**src/rtl/clk_div_prog.sv**
```systemverilog
// -----------------------------------------------------------------------------
// clk_div_prog
//
// Purpose:
//   NCH independent programmable clock dividers that share a single input
//   clock. Each channel counts 0..R-1 and produces a registered divided clock
//   that is high for the first (R+1)/2 counts of every period. Each channel
//   also produces a one-cycle tick at the start of every period. A new ratio
//   is double-buffered: it is held in a shadow register and swapped in at the
//   next period boundary, so a running output never produces a short period.
//   A shared sync pulse restarts every enabled channel on the same edge.
//
// Ports:
//   clk      in   1            divider source clock, rising-edge active
//   reset    in   1            asynchronous, active-low reset
//   en       in   NCH          per-channel run enable
//   sync     in   1            one-cycle pulse, phase-aligns enabled channels
//   load     in   NCH          per-channel strobe capturing a new ratio
//   ratio    in   NCH*CNT_W    ratio for channel i in [i*CNT_W +: CNT_W]
//   clk_out  out  NCH          registered divided clock per channel
//   tick     out  NCH          registered pulse on each clk_out rising step
//   pending  out  NCH          captured ratio awaiting its period boundary
// -----------------------------------------------------------------------------
module clk_div_prog #(
  parameter int unsigned NCH       = 3,
  parameter int unsigned CNT_W     = 8,
  parameter int unsigned DEF_RATIO = 2
) (
  input  logic                 clk,
  input  logic                 reset,
  input  logic [NCH-1:0]       en,
  input  logic                 sync,
  input  logic [NCH-1:0]       load,
  input  logic [NCH*CNT_W-1:0] ratio,
  output logic [NCH-1:0]       clk_out,
  output logic [NCH-1:0]       tick,
  output logic [NCH-1:0]       pending
);

  localparam logic [CNT_W-1:0] ONE_C   = {{(CNT_W-1){1'b0}}, 1'b1};
  localparam logic [CNT_W-1:0] TWO_C   = {{(CNT_W-2){1'b0}}, 2'b10};
  localparam logic [CNT_W-1:0] DEF_RAW = CNT_W'(DEF_RATIO);
  // Ratios below 2 cannot produce both a high and a low phase, so they are
  // raised to 2.
  localparam logic [CNT_W-1:0] DEF_R   = (DEF_RAW < TWO_C) ? TWO_C : DEF_RAW;

  // Raise a requested ratio to the minimum legal value of 2.
  function automatic logic [CNT_W-1:0] clamp_ratio(input logic [CNT_W-1:0] v);
    logic [CNT_W-1:0] res;
    if (v < TWO_C) begin
      res = TWO_C;
    end else begin
      res = v;
    end
    return res;
  endfunction

  // Length of the high phase: (R+1)/2. One extra bit is used so that the
  // largest ratio does not overflow.
  function automatic logic [CNT_W-1:0] high_len(input logic [CNT_W-1:0] r);
    logic [CNT_W:0] sum;
    sum = {1'b0, r} + {{CNT_W{1'b0}}, 1'b1};
    return sum[CNT_W:1];
  endfunction

  for (genvar gi = 0; gi < NCH; gi++) begin : g_ch

    logic [CNT_W-1:0] r_q;
    logic [CNT_W-1:0] r_d;
    logic [CNT_W-1:0] cnt_q;
    logic [CNT_W-1:0] cnt_d;
    logic [CNT_W-1:0] shadow_q;
    logic [CNT_W-1:0] shadow_d;
    logic             pend_q;
    logic             pend_d;
    logic             clk_q;
    logic             clk_d;
    logic             tick_q;
    logic             tick_d;

    logic [CNT_W-1:0] ratio_s;
    logic [CNT_W-1:0] new_r_s;
    logic             boundary_s;

    // Next-state logic for one divider channel.
    always_comb begin
      ratio_s    = clamp_ratio(ratio[gi*CNT_W +: CNT_W]);
      r_d        = r_q;
      cnt_d      = cnt_q;
      shadow_d   = shadow_q;
      pend_d     = pend_q;
      clk_d      = 1'b0;
      tick_d     = 1'b0;
      new_r_s    = r_q;
      boundary_s = 1'b0;

      if (!en[gi]) begin
        // Parked at R-1 so that the first enabled edge is a wrap and starts
        // a clean period with clk_out high and a tick.
        if (load[gi]) begin
          r_d      = ratio_s;
          shadow_d = ratio_s;
          cnt_d    = ratio_s - ONE_C;
          pend_d   = 1'b0;
        end else begin
          cnt_d    = r_q - ONE_C;
        end
      end else begin
        // The >= form keeps the counter bounded even if it were ever
        // disturbed above R-1.
        boundary_s = sync || (cnt_q >= (r_q - ONE_C));
        if (boundary_s) begin
          // Priority at a period boundary: same-edge load, then the pending
          // shadow, then the current ratio.
          if (load[gi]) begin
            new_r_s = ratio_s;
          end else if (pend_q) begin
            new_r_s = shadow_q;
          end else begin
            new_r_s = r_q;
          end
          r_d      = new_r_s;
          shadow_d = new_r_s;
          pend_d   = 1'b0;
          cnt_d    = {CNT_W{1'b0}};
          clk_d    = 1'b1;
          tick_d   = 1'b1;
        end else begin
          cnt_d = cnt_q + ONE_C;
          if (load[gi]) begin
            shadow_d = ratio_s;
            pend_d   = 1'b1;
          end else begin
            shadow_d = shadow_q;
            pend_d   = pend_q;
          end
          // Output is decoded from the next count so it is registered in
          // step with cnt rather than lagging it by a cycle.
          clk_d = (cnt_d < high_len(r_q));
        end
      end
    end

    // Channel state registers with asynchronous active-low reset.
    always_ff @(posedge clk or negedge reset) begin
      if (!reset) begin
        r_q      <= DEF_R;
        shadow_q <= DEF_R;
        cnt_q    <= DEF_R - ONE_C;
        pend_q   <= 1'b0;
        clk_q    <= 1'b0;
        tick_q   <= 1'b0;
      end else begin
        r_q      <= r_d;
        shadow_q <= shadow_d;
        cnt_q    <= cnt_d;
        pend_q   <= pend_d;
        clk_q    <= clk_d;
        tick_q   <= tick_d;
      end
    end

    assign clk_out[gi] = clk_q;
    assign tick[gi]    = tick_q;
    assign pending[gi] = pend_q;

  end : g_ch

endmodule : clk_div_prog

```
**config.mk**
```make
export PLATFORM = sky130hd
export DESIGN_NAME = clk_div_prog
export DESIGN_NICKNAME = d
export VERILOG_FILES = /design/src/rtl/clk_div_prog.sv
export SDC_FILE = /design/constraint.sdc
export NUM_CORES = 1
export LEC_CHECK = 0
export ABC_AREA = 1
export BUFFER_PORTS_ARGS = -buffer_cell sky130_fd_sc_hd__buf_2
export CAP_MARGIN = 20
export CORE_MARGIN = 2
export CORE_UTILIZATION = 63
export DETAILED_ROUTE_END_ITERATION = 8
export PLACE_DENSITY = 0.85
export SLEW_MARGIN = 20
export SYNTH_ARGS = -nofsm -noshare
export SYNTH_HDL_FRONTEND = slang
export SYNTH_SLANG_ARGS = --single-unit
```
**constraint.sdc**
```tcl
create_clock -name clk -period 2.77 [get_ports clk]
set_input_delay 0.277 -clock clk [delete_from_list [all_inputs] [get_ports clk]]
set_output_delay 0.277 -clock clk [all_outputs]
set_load 0.02 [all_outputs]
```
Word-level counts from Yosys, hierarchy flattened
Cells that the tools add are included. Widths: inputs -> output; s select.

Register bits after elaboration: 81. Input port bits: 33. Output and inout bits: 9. Word-level logic and storage cells: 117.

$add $sub $neg: 12. $lt $le $gt $ge: 9. Equal/unequal tests: 3. Mux-type cells: 60. Reductions and logical operators: 15.

Operator list (count): $mux 8 (36); $sub 8x1->8 const B (6); $add 8x1->9 const B (3); $add 8x1->8 const B (3); $ge 8x8->1 (3); $lt 8x2->1 const B (3); $lt 8x8->1 (3); $mux 1 (24); $reduce_and 2->1 (6); $reduce_bool 2->1 (6); $ne 2x1->1 const B (3); $logic_or 1x1->1 (3).

Logic depth before layout (Yosys ltp)
Gate-level depths: netlist of the first run.

Depth in word-level cells: 5. Gate-level depth with buffers: 16. Gate-level depth less buffers: 15.

Least setup slack after synthesis of the first run
OpenSTA, ideal clock, no wires.

Path kind: register to register. Start point: reg g_ch[1].r_q[2]. End point: reg g_ch[1].r_q[4]. Library setup time: 0.117 ns. Arrival: 2.221 ns. Path slack: 0.432 ns. Stages on the path, launching flop included: 15. Path buffers: 1. Period minus slack after synthesis: 2.338 ns. Cells stage by stage: dfrtp_1 > buf_2 > nor2_1 > nand4_1 > nor2_1 > xor2_1 > inv_1 > ha_1 > a21o_1 > nor2_2 > nand4_4 > nand2_4 > nand2_2 > nand2_1 > nand2_1.

Word-level cells in the longest chain between the ends: 5.

RTL lines: from (decl) (line 68) `logic [CNT_W-1:0] r_q;`; from (signal assigned) (line 154) `r_q <= r_d;`; $sub 8x1->8 (line 111) `boundary_s = sync || (cnt_q >= (r_q - ONE_C));`; $ge 8x8->1 (line 111); $logic_or 1x1->1 (line 111); $ne 2x1->1 (no line); $reduce_and 2->1 (no line).

Every way passes these cells. A chain may end at the register's enable or synchronous reset.

Final worst setup path of the first run
Start point: reg g_ch[1].r_q[1]. End point: reg g_ch[1].cnt_q[0].

Word-level cells in the longest chain between the ends: 5.

RTL lines: $sub 8x1->8 (line 111); $ge 8x8->1 (line 111); $logic_or 1x1->1 (line 111); $mux 8 (line 112) `if (boundary_s) begin`; $mux 8 (line 97) `if (!en[gi]) begin`; via g_ch[1].cnt_d[0] (line 71) `logic [CNT_W-1:0] cnt_d;`; to (signal assigned) (line 149) `cnt_q <= DEF_R - ONE_C;`; to (signal assigned) (line 156) `cnt_q <= cnt_d;`; to (decl) (line 70) `logic [CNT_W-1:0] cnt_q;`.

The timed path passes the listed nets, and every way through them passes these cells.

==> results of run 1 <==
## worst min path at each step
stage / to
2_1_floorplan: g_ch[0].clk_q$_DFF_PN0_
3_3_place_gp: g_ch[2].r_q[1]$_DFFE_PN1P_
3_5_place_dp: g_ch[2].r_q[1]$_DFFE_PN1P_
4_1_cts: g_ch[2].shadow_q[2]$_DFF_PN0_
5_1_grt: g_ch[0].cnt_q[0]$_DFF_PN1_
6_report: g_ch[0].cnt_q[0]$_DFF_PN1_
## kinds of logic after synthesis
group | count (synthesis) | synth area share
compound gates | 139 | 0.106
xor+xnor | 53 | 0.0655
fa+ha+maj | 57 | 0.101
buf+inv | 189 | 0.111
flops | 81 | 0.288
simple gates | 537 | 0.329
## final cells by class
cell class              instances  area [um^2]
fillers                       947         3300
repair buffers                 53          304
inverters                     153          574
flip-flops and latches         81         2040
clock inverters                 7         78.8
clock buffers                   9          124
well taps                     140          175
multi-input cells             786         4290
## cell usage after synthesis (12+ instances only)
cell | count | share of area
a21oi_1 | 49 | 0.035
buf_2 | 17 | 0.012
dfrtp_1 | 72 | 0.25
ha_1 | 57 | 0.10
inv_1 | 135 | 0.072
inv_2 | 17 | 0.0090
nand2_1 | 326 | 0.17
nand3_1 | 83 | 0.059
nand4_1 | 12 | 0.011
nor2_1 | 75 | 0.040
o21ai_0 | 57 | 0.040
xnor2_1 | 12 | 0.015
xor2_1 | 41 | 0.051
## power by group through the flow
stage               clock [mW]  sequential, mW  combinational, mW
floorplan                    0            2.00               3.12
global placement             0            2.12               3.74
detailed placement           0            2.14               3.89
CTS                      0.938            2.12               3.92
global route             0.984            2.20               4.57
finish                   0.922            2.13               3.99
## worst reg2reg max path, stage by stage, from the launching register on
cell and delay, ps:
dfstp_2 590, inv_1 80, ha_1 230, nand4_1 160, xor2_2 180, inv_1 60
ha_1 260, nand2_1 90, a21oi_1 60, nor2_2 130, nand4_4 140, buf_4 220
nor2_4 190, nand2_1 80, o21ai_1 80
## per-layer routing
layer	vias to the layer above	part of all wire	GRT usage
met5	-	0	0
met4	0	0.027	0.128
met3	47	0.066	0.0417
met2	261	0.47	0.490
met1	2990	0.44	0.376
li1	3417	-	-
## metrics by stage
stage	instances	hold slack (ps)	power, mW	area (um^2)
final	1229	174	7.04	7580
after detailed placement	1207	501	6.03	7300
after global routing	1229	200	7.75	7580
after CTS	1223	112	6.97	7500
after floorplan	1056	-18.6	5.12	7080
after global placement	1207	499	5.86	7300
## repair_timing
action | 4_1_cts | 5_1_grt
gates resized for setup | 0 | 6
hold buffers | 0 | 1
hold endpoints to repair | 0 | 1
setup buffers | 0 | 5
endpoints found under the setup margin | 0 | 38
## state kept, by name, indices dropped and copies added (netlist names)
name           cells
g_ch.r_q          24
g_ch.clk_q         3
g_ch.shadow_q     24
g_ch.tick_q        3
g_ch.pend_q        3
g_ch.cnt_q        24
==> results summary, run 1 <==
The run finished with clean final reports. The count of nets left with antenna violations once routing finished came out at 0. The number of design-rule violations left by the first detailed-router iteration is 549. Compared with the post-synthesis result, the final layout area differs by 7.05%. The number of cell rows came out at 38. The number of buffers created by CTS is 9. The maximum number of pins on one net before global-route repair is 82. The die area came out at 12100 um^2. The sum of buffers and inverters on the critical path is 3. Clock-pin slew was measured on the worst setup and hold paths at 90 ps. The post-synthesis register bit count came out at 81. The via density per instance is 5.46. The worst-margin pin slew came out at 762 ps. When the netlist entered floorplanning its net count stood at 1146. The switching part of the total is 0.485. Of the cells placed in the final design, the portion with a size suffix greater than 1 is 0.107. The portion of total power attributed to combinational logic is 0.566. The worst hold path begins at sync. Clock tree synthesis selected as its root buffer the cell clkbuf_8. The clock latency on the worst-skew pair came out at 380 ps.

The via count of the first global-routing pass is 6110. The category of the worst setup path capture point is a flip-flop. The final-report max-slew violation count is 0. The first-pass GRT wire length is 27.6 mm. Dividing the final minimum period by the clock period gives 0.944. The share of the Yosys chip area taken by registers is 0.288.

The worst setup path is of the flip-flop to flip-flop kind. The last weighted congestion value of the routability-driven placer is 0.937. The count of boundary I/O pins is 42. The clock skew after layout is 8.89 ps. For this run, the share of the core covered by cells in the final layout is 0.697.

The startpoint identified for the worst register-to-register timing path is g_ch[1].r_q[1]$_DFFE_PN1P_. The critical path goes through inv_1 -> ha_1 -> nand4_1 -> xor2_2 -> inv_1 -> ha_1 -> nand2_1 -> a21oi_1 -> nor2_2 -> nand4_4 -> buf_4 -> nor2_4 -> nand2_1 -> o21ai_1. STA puts the critical path data required time at 3080 ps.

Setup repair after global routing could not meet its margin everywhere. The destination of the critical timing path is g_ch[1].cnt_q[0]$_DFF_PN1_. The most critical setup path has its startpoint at g_ch[1].r_q[1]$_DFFE_PN1P_.

Setup violations remaining at the end of the flow were counted as 0. The delay of the slowest cell on the worst path came out at 590 ps. The detailed-route via count is 6715. The wire length after detailed routing came out at 16.9 mm.

The worst path meets setup with 155 ps of slack. The placeable core region is 10900 um^2. The cell count after synthesis came out at 1056. The width of the die is 110 um. The number of enable-type register cells in the synthesized netlist is 0.

The number of design rule violations left after detail routing is 0. The clock tree synthesis step divided the H-tree into 3 levels. In the layout the commonest cells are nand2_1 (326), inv_1 (133), nand3_1 (83), nor2_1 (75), dfrtp_1 (72). The cell class contributing the biggest share of worst-path delay is simple AND/OR/NAND/NOR gates. After layout, the minimum clock period comes to 2610 ps.

The share of total power dissipated in the clock network is 0.131. The maximum buffer depth of the clock tree is 2. TritonCTS built the clock tree. Summing every instance area after synthesis gives 7080 um^2. The worst hold path cell count came out at 4.

For this design the ratio of total power to cell area is 928 nW/um^2. Of all nets on the critical path, the largest fanout is 9. Summed over all layers, the global routing overflow is 0. The leakage power of the design is 4.11 nW.

In the final design database the tool counted 1174 nets. The share of flip-flops with an asynchronous set or reset after synthesis came out at 1.00. The library cell used most frequently in the layout, excluding fill and tap cells, is nand2_1. In this run the power spent charging and discharging nets is 3.42 mW. Counting distinct cell types in the post-synthesis netlist gives 40. The post-DP HPWL is 12.7 mm. The worst register-to-register path has a setup slack of 160 ps. Data arrives at the worst endpoint at 2930 ps. The count of yosys warnings during synthesis is 0. The worst-case IR drop observed on VDD is 483 uV.

The highest clock frequency the design can meet is 0.382 GHz. The internal cell power came out at 3.63 mW. The post-placement worst setup slack is 107 ps.

The number of max-capacitance violations reported is 0. The endpoint of the most critical register-to-register path is g_ch[1].cnt_q[0]$_DFF_PN1_. The number of clock sinks is 81. The number of antenna violations at the first check in global routing was 0. Summed over all failing endpoints, the final setup total negative slack is 0 ps. The count of cells along the worst register-to-register path came out at 14. The category of the worst setup path launch point is a flip-flop. The class of the most critical hold timing path is input port to flip-flop.

The top flip-flop cell by instance count after synthesis is dfrtp_1. The sequential fraction of design power is 0.303. The routed length per instance came out at 13.8 um.

In this run the vertical extent of the chip is 110 um. The initial utilization of the core area, before any placement, comes to 0.651. The total stage count of the critical path is 14.

The first detailed-routing pass ran for 5 iterations. The overall track demand over capacity in global routing is 0.293. The count of antenna diodes in the layout is 0. Measured against its own limit, the worst slew margin works out to 0.492. The final-report hold violation count is 0.

The number of port buffers is 41. The post-synthesis area per instance is 6.71 um^2. The library cell contributing the largest single delay on the critical path is dfstp_2.
(Power assumes the default switching activity.)
==> run 2, diff against run 1 <==
Settings changed: CORE_UTILIZATION 63 to 55, PLACE_DENSITY 0.85 to 0.76.
==> run 2 against run 1 <==
Critical path depth down 1. Sequential cell count unchanged. Design area is 1.6% higher. Sequential power about the same. Combinational power fell by 1%. Largest power group unchanged. Highest routed layer unchanged.
==> results summary, run 2 (synthesized netlist as in run 1, its figures left out) <==
The die area is 13800 um^2 (was 12100 um^2). The overall track demand over capacity in global routing came out at 0.262 (was 0.293). The library cell contributing the largest single delay on the critical path is dfrtp_1 (was dfstp_2).

The total placed cells including tap cells came to 1246 (was 1207). The clock skew after layout came to 5.81 ps (was 8.89 ps). The number of buffers created by CTS is 9 (unchanged). The sum of buffers and inverters on the critical path is 2 (was 3).

The library cell used as clock root buffer is clkbuf_16 (was clkbuf_8). The count of boundary I/O pins came out at 42 (unchanged). The number of port buffers came out at 41 (unchanged). The worst-case setup margin in the final layout came to 156 ps (was 155 ps). The area occupied by multi-input gates came out at 4270 um^2 (was 4290 um^2). The area taken by flip-flops and latches is 2040 um^2 (unchanged). The worst hold slack is 205 ps (was 174 ps).

The wire length after detailed routing is 17.6 mm (was 16.9 mm). The highest clock frequency the design can meet is 0.383 GHz (was 0.382 GHz). The width of the die was 117 um (was 110 um). The detailed-routing iteration count for the pre-antenna-repair pass came out at 5 (unchanged). The max-slew headroom at the worst pin was 0.586 (was 0.492). Largest registers ranked by flip-flop count: g_ch.cnt_q x24, g_ch.r_q x24, g_ch.shadow_q x24 (unchanged).

The vertical die dimension came to 117 um (was 110 um). The data required time of the critical path came out at 3010 ps (was 3080 ps). Cell chain of the critical path: inv_1 -> nand3_1 -> nor2_1 -> xor2_1 -> inv_1 -> ha_1 -> a21o_1 -> nor2_2 -> nand4_4 -> nand2_4 -> nand2_2 -> nand2_1 -> nand2_1 (was inv_1 -> ha_1 -> nand4_1 -> xor2_2 -> inv_1 -> ha_1 -> nand2_1 -> a21oi_1 -> nor2_2 -> nand4_4 -> buf_4 -> nor2_4 -> nand2_1 -> o21ai_1). The most common cell after layout, fill and taps aside is nand2_1 (unchanged). The maximum number of pins on one net before global-route repair came out at 49 (was 82). The number of max-capacitance violations reported is 0 (unchanged). The endpoint of the most critical register-to-register path is g_ch[2].r_q[3]$_DFFE_PN0P_ (was g_ch[1].cnt_q[0]$_DFF_PN1_). The number of setup buffers added after CTS is 0 (unchanged). The end of the worst hold path is g_ch[0].cnt_q[0]$_DFF_PN1_ (unchanged). The number of antenna violations at the first check in global routing came out at 0 (unchanged). The last weighted congestion value of the routability-driven placer is 0.916 (was 0.937). The worst hold path cell count is 4 (unchanged). The post-route cell area came out at 7710 um^2 (was 7580 um^2).

The reg2reg setup slack came out at 160 ps (about the same). The critical path class is flip-flop to flip-flop (unchanged). The number of cell rows came out at 41 (was 38). The cell class contributing the biggest share of worst-path delay is simple AND/OR/NAND/NOR gates (unchanged).

The CTS tree is done (unchanged). The delay of the slowest cell on the worst path is 420 ps (was 590 ps). The count of antenna diodes in the layout was 0 (unchanged). The global-route congestion overflow total is 0 (unchanged).

The post-DP HPWL came out at 13.2 mm (was 12.7 mm). The number of design-rule violations left by the first detailed-router iteration came out at 419 (was 549). The startpoint of the lowest-slack hold path is sync (unchanged). The arrival time reported for the critical path endpoint is 2850 ps (was 2930 ps). Result of the run: completed (unchanged). The first-pass GRT wire length came to 29.6 mm (was 27.6 mm).

The final-report hold violation count came out at 0 (unchanged). The maximum level of the CTS H-tree is 3 (unchanged). The remaining antenna violation count after routing came out at 0 (unchanged). The class of the most critical hold timing path is input port to flip-flop (unchanged). The largest fanout on the critical path is 13 (was 9). The via density per instance is 5.29 (was 5.46). The starting density of the core came out at 0.561 (was 0.651).

The category of the worst setup path capture point is a flip-flop (unchanged). The worst-margin pin slew is 621 ps (was 762 ps). The relative area change from synthesis to final layout came out at 8.78% (was 7.05%). The cell area power density is 948 nW/um^2 (was 928 nW/um^2). Setup repair after global routing missed its margin: false (was true). The placeable core region is 12600 um^2 (was 10900 um^2). The post-placement worst setup slack came out at 154 ps (was 107 ps).

The clock latency on the worst-skew pair is 350 ps (was 380 ps). The overall power came out at 7.31 mW (was 7.04 mW). The number of design rule violations left after detail routing is 0 (unchanged).

The peak supply drop was 495 uV (was 483 uV). The minimum clock period after layout came out at 2610 ps (about the same). The routed length per instance was 13.9 um (was 13.8 um). The period utilization came out at 0.944 (about the same).

The detailed-route via count is 6676 (was 6715). The fraction of layout instances using a drive strength above 1 is 0.107 (about the same). The leakage power of the design is 4.18 nW (was 4.11 nW).

The clock transition time at the flip-flop clock pins of the worst setup and hold paths is 60 ps (was 90 ps). The maximum buffer depth of the clock tree came out at 2 (unchanged). Most used cells in the layout excluding fill and tap cells: nand2_1 (326), inv_1 (135), nand3_1 (83), nor2_1 (74), dfrtp_1 (72) (was nand2_1 (326), inv_1 (133), nand3_1 (83), nor2_1 (75), dfrtp_1 (72)). The via count of the first global-routing pass is 6325 (was 6110). The origin of the critical flop-to-flop path is g_ch[2].r_q[0]$_DFFE_PN0P_ (was g_ch[1].r_q[1]$_DFFE_PN1P_).

The final-stage net count is 1176 (was 1174). The total cell area at the placement stage is 7390 um^2 (was 7300 um^2). The number of filler instances in the final layout came out at 1244 (was 947). The setup-violating endpoint count in the final report came out at 0 (unchanged). The final cell count without fillers came out at 1263 (was 1229). The final-report max-slew violation count is 0 (unchanged). The count of cells along the worst register-to-register path is 13 (was 14). The accumulated negative setup slack was 0 ps (unchanged). The core utilization of the finished layout is 0.611 (was 0.697). The category of the worst setup path launch point is a flip-flop (unchanged). The number of clock sinks is 81 (unchanged).
[run 2: worst max path at each step]
stage	from	endpoint	slack [ps]	cells after the start
final	g_ch[2].r_q[0]$_DFFE_PN0P_	g_ch[2].r_q[3]$_DFFE_PN0P_	160	13
after global routing	g_ch[1].r_q[4]$_DFFE_PN0P_	g_ch[1].cnt_q[7]$_DFF_PN0_	5	13
after CTS	g_ch[0].r_q[1]$_DFFE_PN1P_	g_ch[0].r_q[1]$_DFFE_PN1P_	110	14
after detailed placement	g_ch[0].r_q[1]$_DFFE_PN1P_	g_ch[0].r_q[1]$_DFFE_PN1P_	150	14
after global placement	g_ch[0].r_q[1]$_DFFE_PN1P_	g_ch[0].r_q[2]$_DFFE_PN0P_	200	14
after floorplan	g_ch[1].r_q[2]$_DFFE_PN0P_	g_ch[1].r_q[4]$_DFFE_PN0P_	430	14
[run 2: cell type report]
cell class | count | share of cell area
clock buffer | 10 | 0.0310
clock inverter | 6 | 0.00747
inverter | 153 | 0.0745
multi-input combinational | 786 | 0.554
sequential | 81 | 0.264
tap | 172 | 0.0279
timing repair buffer | 55 | 0.0409
[run 2: where the power goes]
group          total, mW  switching [mW]  internal [mW]
clock network       1.22           0.508          0.717
logic               3.95            2.43           1.51
registers           2.14           0.455           1.68
total               7.31            3.40           3.91
[run 2: worst min-delay path, cell delays in order]
cell and delay (ps):
buf_2 90, nor2_1 40, nand2_1 70, o21ai_0 70
[run 2: routing by layer]
layer / part of all wire / global-route usage / vias up / wire [um]
li1: - / - / 3419 / -
met1: 0.45 / 0.343 / 3039 / 7930
met2: 0.48 / 0.441 / 189 / 8480
met3: 0.045 / 0.0344 / 29 / 797
met4: 0.022 / 0.105 / 0 / 379
met5: 0 / 0 / - / 0
[run 2: what timing repair did]
item,4_1_cts,5_1_grt
gates resized for setup,0,2
hold buffers,1,0
endpoints found under the setup margin,0,23
endpoints found under the hold margin,40,0
